===== src/rtl/rx_frame_delimiter.sv =====
// Receive framer: hunts preamble/SFD, strips them and forwards frame bytes with
// SOF/EOF, length/dribble error and destination-address match at EOF.
module rx_frame_delimiter #(
  parameter int unsigned MIN_PREAMBLE = 1,
  parameter int unsigned MIN_LEN      = 64,
  parameter int unsigned MAX_LEN      = 1518,
  parameter logic [47:0] DEST_MAC     = 48'h02_00_00_00_00_01,
  parameter bit          PROMISC      = 1'b0
) (
  input  logic        clock,
  input  logic        reset_n,
  input  logic        rx_data_valid,
  input  logic        byte_valid,
  input  logic [7:0]  byte_in,
  // Stream is PHY-paced with no ready: frame_data is consumed on every cycle
  // frame_valid is high; sof/eof/err/len/addr_match qualify that same beat.
  output logic [7:0]  frame_data,
  output logic        frame_valid,
  output logic        frame_sof,
  output logic        frame_eof,
  output logic        frame_err,
  output logic [10:0] frame_len,
  output logic        addr_match,
  output logic [1:0]  fsm_state
);

  localparam logic [1:0] S_IDLE = 2'd0;
  localparam logic [1:0] S_PRE  = 2'd1;
  localparam logic [1:0] S_BODY = 2'd2;
  localparam logic [1:0] S_DROP = 2'd3;

  localparam logic [7:0]  MIN_PRE_L = 8'(MIN_PREAMBLE);
  localparam logic [10:0] MIN_LEN_L = 11'(MIN_LEN);
  localparam logic [10:0] MAX_LEN_L = 11'(MAX_LEN);

  logic [1:0]  state;
  logic        rx_dv_q;
  logic        parity;
  logic [7:0]  pcnt;
  logic [10:0] len;
  logic [7:0]  hold;
  logic        have_hold;
  logic        sof_pend;
  logic        dest_eq;
  logic        bcast_eq;
  logic        end_evt;
  logic [47:0] mac_shift;
  logic [7:0]  mac_byte;

  assign fsm_state = state;
  assign end_evt   = !rx_data_valid && !byte_valid;

  // Station address byte expected at body position len (valid while len < 6).
  always_comb begin
    mac_shift = DEST_MAC << {len[2:0], 3'b000};
    mac_byte  = mac_shift[47:40];
  end

  always_ff @(posedge clock or negedge reset_n) begin
    if (!reset_n) begin
      state       <= S_IDLE;
      rx_dv_q     <= 1'b1;  // a live envelope at release is never taken as a rise
      parity      <= 1'b0;
      pcnt        <= '0;
      len         <= '0;
      hold        <= '0;
      have_hold   <= 1'b0;
      sof_pend    <= 1'b0;
      dest_eq     <= 1'b0;
      bcast_eq    <= 1'b0;
      frame_data  <= '0;
      frame_valid <= 1'b0;
      frame_sof   <= 1'b0;
      frame_eof   <= 1'b0;
      frame_err   <= 1'b0;
      frame_len   <= '0;
      addr_match  <= 1'b0;
    end else begin
      rx_dv_q     <= rx_data_valid;
      frame_valid <= 1'b0;
      frame_sof   <= 1'b0;
      frame_eof   <= 1'b0;
      frame_err   <= 1'b0;
      frame_len   <= '0;
      addr_match  <= 1'b0;
      if (state != S_IDLE && rx_data_valid) parity <= ~parity;

      case (state)
        S_IDLE: begin
          if (rx_data_valid) begin
            parity <= 1'b1;  // the rising cycle carries the first nibble
            pcnt   <= '0;
            state  <= rx_dv_q ? S_DROP : S_PRE;
          end
        end
        S_PRE: begin
          if (byte_valid) begin
            if (byte_in == 8'h55) begin
              if (pcnt != 8'hFF) pcnt <= pcnt + 8'd1;
            end else if (byte_in == 8'hD5 && pcnt >= MIN_PRE_L) begin
              state     <= S_BODY;
              len       <= '0;
              have_hold <= 1'b0;
              sof_pend  <= 1'b1;
              dest_eq   <= 1'b1;
              bcast_eq  <= 1'b1;
            end else begin
              state <= S_DROP;
            end
          end else if (end_evt) begin
            state <= S_IDLE;
          end
        end
        S_BODY: begin
          if (byte_valid) begin
            if (have_hold) begin
              frame_valid <= 1'b1;
              frame_data  <= hold;
              frame_sof   <= sof_pend;
              sof_pend    <= 1'b0;
            end
            hold      <= byte_in;
            have_hold <= 1'b1;
            if (len != 11'h7FF) len <= len + 11'd1;
            if (len < 11'd6) begin
              if (byte_in != mac_byte) dest_eq  <= 1'b0;
              if (byte_in != 8'hFF)    bcast_eq <= 1'b0;
            end
          end else if (end_evt) begin
            if (have_hold) begin
              frame_valid <= 1'b1;
              frame_data  <= hold;
              frame_sof   <= sof_pend;
              frame_eof   <= 1'b1;
              frame_err   <= (len < MIN_LEN_L) || (len > MAX_LEN_L) || parity;
              frame_len   <= len;
              addr_match  <= PROMISC || ((len >= 11'd6) && (dest_eq || bcast_eq));
            end
            have_hold <= 1'b0;
            sof_pend  <= 1'b0;
            state     <= S_IDLE;
          end
        end
        default: begin
          if (end_evt) state <= S_IDLE;
        end
      endcase
    end
  end

endmodule


===== config.mk =====
export PLATFORM = sky130hd
export DESIGN_NAME = rx_frame_delimiter
export DESIGN_NICKNAME = d
export VERILOG_FILES = /design/src/rtl/rx_frame_delimiter.sv
export SDC_FILE = /design/constraint.sdc
export NUM_CORES = 1
export LEC_CHECK = 0
export ABC_AREA = 1
export ABC_CLOCK_PERIOD_IN_PS = 2600
export CORE_AREA = 2 2 97 80
export DETAILED_ROUTE_END_ITERATION = 8
export DIE_AREA = 0 0 99 82
export GPL_TIMING_DRIVEN = 0
export PLACE_DENSITY = 0.64
export SKIP_CTS_REPAIR_TIMING = 1
export SLEW_MARGIN = 20
export SYNTH_ARGS = -nofsm -noshare
export SYNTH_HDL_FRONTEND = slang
export SYNTH_SLANG_ARGS = --single-unit

===== constraint.sdc =====
create_clock -name clock -period 2.6 [get_ports clock]
set_input_delay 0.39 -clock clock [delete_from_list [all_inputs] [get_ports clock]]
set_output_delay 0.39 -clock clock [all_outputs]
set_load 0.05 [all_outputs]

==> impl_results.md <==
* Status: finished clean
* R2R Path Start: fsm_state[1]
* Die footprint at 0.00812 sq mm
* First-pass iteration count of the detailed router at 5
* Hold slack at 413 ps
* Initial antenna violation count at 0
* CP Cell Sequence: clkdlybuf4s50_1
* Xor and xnor area share after synthesis at 1.96%
* Routed vias/inst at 4.90
* DRT iter0 DRCs at 99
* Yosys warnings at 0
* Gr usage total at 18.6%
* Num CTS Buffers at 9
* WP buf/inv at 1
* Synthesis-stage register bit count at 59
* Worst Path Required at 2210 ps
* Grt ovf at 0
* Post-synthesis sequential area ratio at 47.1%
* Pwr Total at 3.67 mW
* H-Tree Depth at 3
* WL/cell at 12.4 um
* Final GP Congestion at 0.850
* Worst-path fanout max at 6
* Combinational Power Share at 40.8%
* Mux cell area share after synthesis at 0%
* Compound-cell area share of the yosys netlist at 7.35%
* Vias in the first global route at 2575
* # setup viols final at 0
* Core Region at 0.00718 sq mm
* Port bufs at 37
* Post-DRT Antenna Nets at 0
* Most used flip-flop cell after synthesis: dfrtp_1
* Sink Count at 59
* Largest family of logic cells by synthesized area: simple AND/OR/NAND/NOR gates
* Max Freq at 494 MHz
* PD cells at 949 mW/mm^2
* Die H at 82 um
* Largest cells by area after synthesis: dfrtp_1, nand2_1, nor2_1, inv_1, nand3_1
* Fin. max-slew vios at 0
* Most frequent cell after synthesis: nand2_1
* Sw frac at 41.5%
* CP Class: reg -> out
* Synth Area per Inst at 7.70 sq um
* Top-area cell type share of the netlist area at 46.3%
* First-pass GRT wire length at 11.8 mm
* Layout cells sized above 1 at 9.54%
* Clock power share at 25.3%
* Fin Setup TNS at 0 ps
* Peak VDD IR at 0.520 mV
* Number of fill cells at 689
* Top post-synthesis cells by count: nand2_1, dfrtp_1, nor2_1
* Cell Area, Synth at 0.00313 sq mm
* Worst skew pair latency at 350 ps
* HP Class: in -> async
* Min Tclk post-route at 2020 ps
* Leak pwr at 1.87 nW
* Synth cell types at 33
* Setup crit end kind: output port
* Sw Pwr at 1.52 mW
* Rows at 28
* EDFF count, synth at 0
* Slowest cell on the critical path: clkdlybuf4s50_1
* Final Cycle Share at 77.9%
* Synth Area in Adders at 3.59%
* Die Width at 99 um
* Fin nets at 478
* Final HPWL DP at 4.92 mm
* Async set-reset flop share out of synthesis at 100%
* Ant. Diodes at 0
* Routed via count at 2701
* Synth Area in Simple Gates at 33.1%
* Worst Skew at 9.20 ps
* RSZ-0062 raised after global routing: no
* Startpoint Class: flip-flop
* Max_cap viols at 0
* CTS tree: yes
* Actual slew at the worst max-slew pin at 505 ps
* Drt drc at 0
* Delay of the slowest critical-path stage at 850 ps
* Max clock buf depth at 2
* Total routed wirelength at 6.86 mm
* Setup crit start: fsm_state[1]
* Syn Nets at 428
* Ports at 38
* CP delay by family, top: buffers and inverters
* Power Internal at 2.15 mW
* Largest net degree at the start of global routing at 52
* Worst Path Arrival at 1630 ps
* Seq pwr share at 33.9%
* Post-synth top area cell: dfrtp_1
* Clk pin slew, worst setup/hold paths at 70 ps
* Root Buffer Master: clkbuf_8
* Relative slew slack at 66.3%
* Cells after synthesis at 407
* Final Hold Viols at 0
* Initial Utilization at 43.6%
* Layout area overhead at 23.4%
worst reg2reg max path: stages (launching register included):
cell and delay (ps):
dfrtp_1 440, inv_1 100, ha_1 190, buf_2 190, inv_2 190, o21ai_0 100, a21oi_1 140, nand2_1 60
inv_1 60, nand2_1 70, o21ai_0 160, nand2_1 70
power groups by stage:
| stage | combinational, mW | sequential, mW | clock [mW] |
|---|---|---|---|
| floorplan | 0.830 | 1.48 | 0 |
| CTS | 1.51 | 1.24 | 0.950 |
| detailed placement | 1.50 | 1.26 | 0 |
| finish | 1.50 | 1.24 | 0.928 |
| global route | 1.67 | 1.27 | 0.985 |
| global placement | 1.47 | 1.25 | 0 |
final cells by class:
class / count / area, sq um / share of cell area [%]
Buffer: 7 / 46.3 / 1.20
Clock buffer: 10 / 138 / 3.56
Clock inverter: 5 / 77.6 / 2.01
Inverter: 45 / 169 / 4.37
Multi-Input combinational cell: 296 / 1440 / 37.3
Sequential cell: 59 / 1480 / 38.2
Tap cell: 90 / 113 / 2.91
Timing Repair Buffer: 39 / 405 / 10.5
layer usage:
layer / GRT usage (%) / share of wire [%] / up-vias
li1: - / - / 1379
met1: 25.4 / 50 / 1255
met2: 28.2 / 43 / 60
met3: 5.87 / 5.5 / 7
met4: 6.44 / 1.2 / 0
met5: 0 / 0 / -
state kept, by name, indices dropped and copies added, names as in the netlist:
name         cells
pcnt             8
hold             8
frame_sof        1
frame_err        1
addr_match       1
parity           1
rx_dv_q          1
dest_eq          1
frame_len       11
len             11
have_hold        1
frame_data       8
fsm_state        2
frame_eof        1
bcast_eq         1
frame_valid      1
sof_pend         1
worst paths after layout:
check                                endpoint  slack (ps)  cells after the start
min in group clock              frame_data[2]         470                      2
worst min register to register  frame_data[2]         470                      2
max in group asynchronous       frame_data[7]        1710                      3
worst min-delay path                  pcnt[0]         410                      2
worst max register to register       sof_pend         710                     11
worst max-delay path             fsm_state[1]         580                      1
layout by cell type (no fill, tap or decap), types with 2 or more instances in the layout:
master and count:
nand2_1 131, dfrtp_1 58, nor2_1 54, inv_1 42, clkdlybuf4s50_1 36, nand3_1 30, o21ai_0 20, clkbuf_8 10
ha_1 9, nand4_1 8, a21oi_1 6, o21ai_2 5, buf_2 4, nand2_2 4, nand3b_1 4, xor2_1 4
inv_2 3, o21ai_1 3, nor2_2 3, xnor2_1 3, buf_4 2, nor3_1 2, bufinv_16 2, clkinv_2 2
through the flow:
step | std cells | setup WS [ps] | area (sq um) | utilization, %
2_1_floorplan | 407 | 670 | 3130 | -
3_3_place_gp | 534 | -756 | 3620 | 50.4
3_5_place_dp | 535 | 576 | 3640 | 50.7
4_1_cts | 550 | 565 | 3860 | 53.7
5_1_grt | 551 | 533 | 3870 | 53.9
6_report | 551 | 575 | 3870 | 53.9
cells by family after synthesis:
group	Yosys count
xor+xnor	7
fa+ha+maj	9
flops	59
simple gates	242
buf+inv	52
compound gates	38
Power figures use the tool's default switching activity.
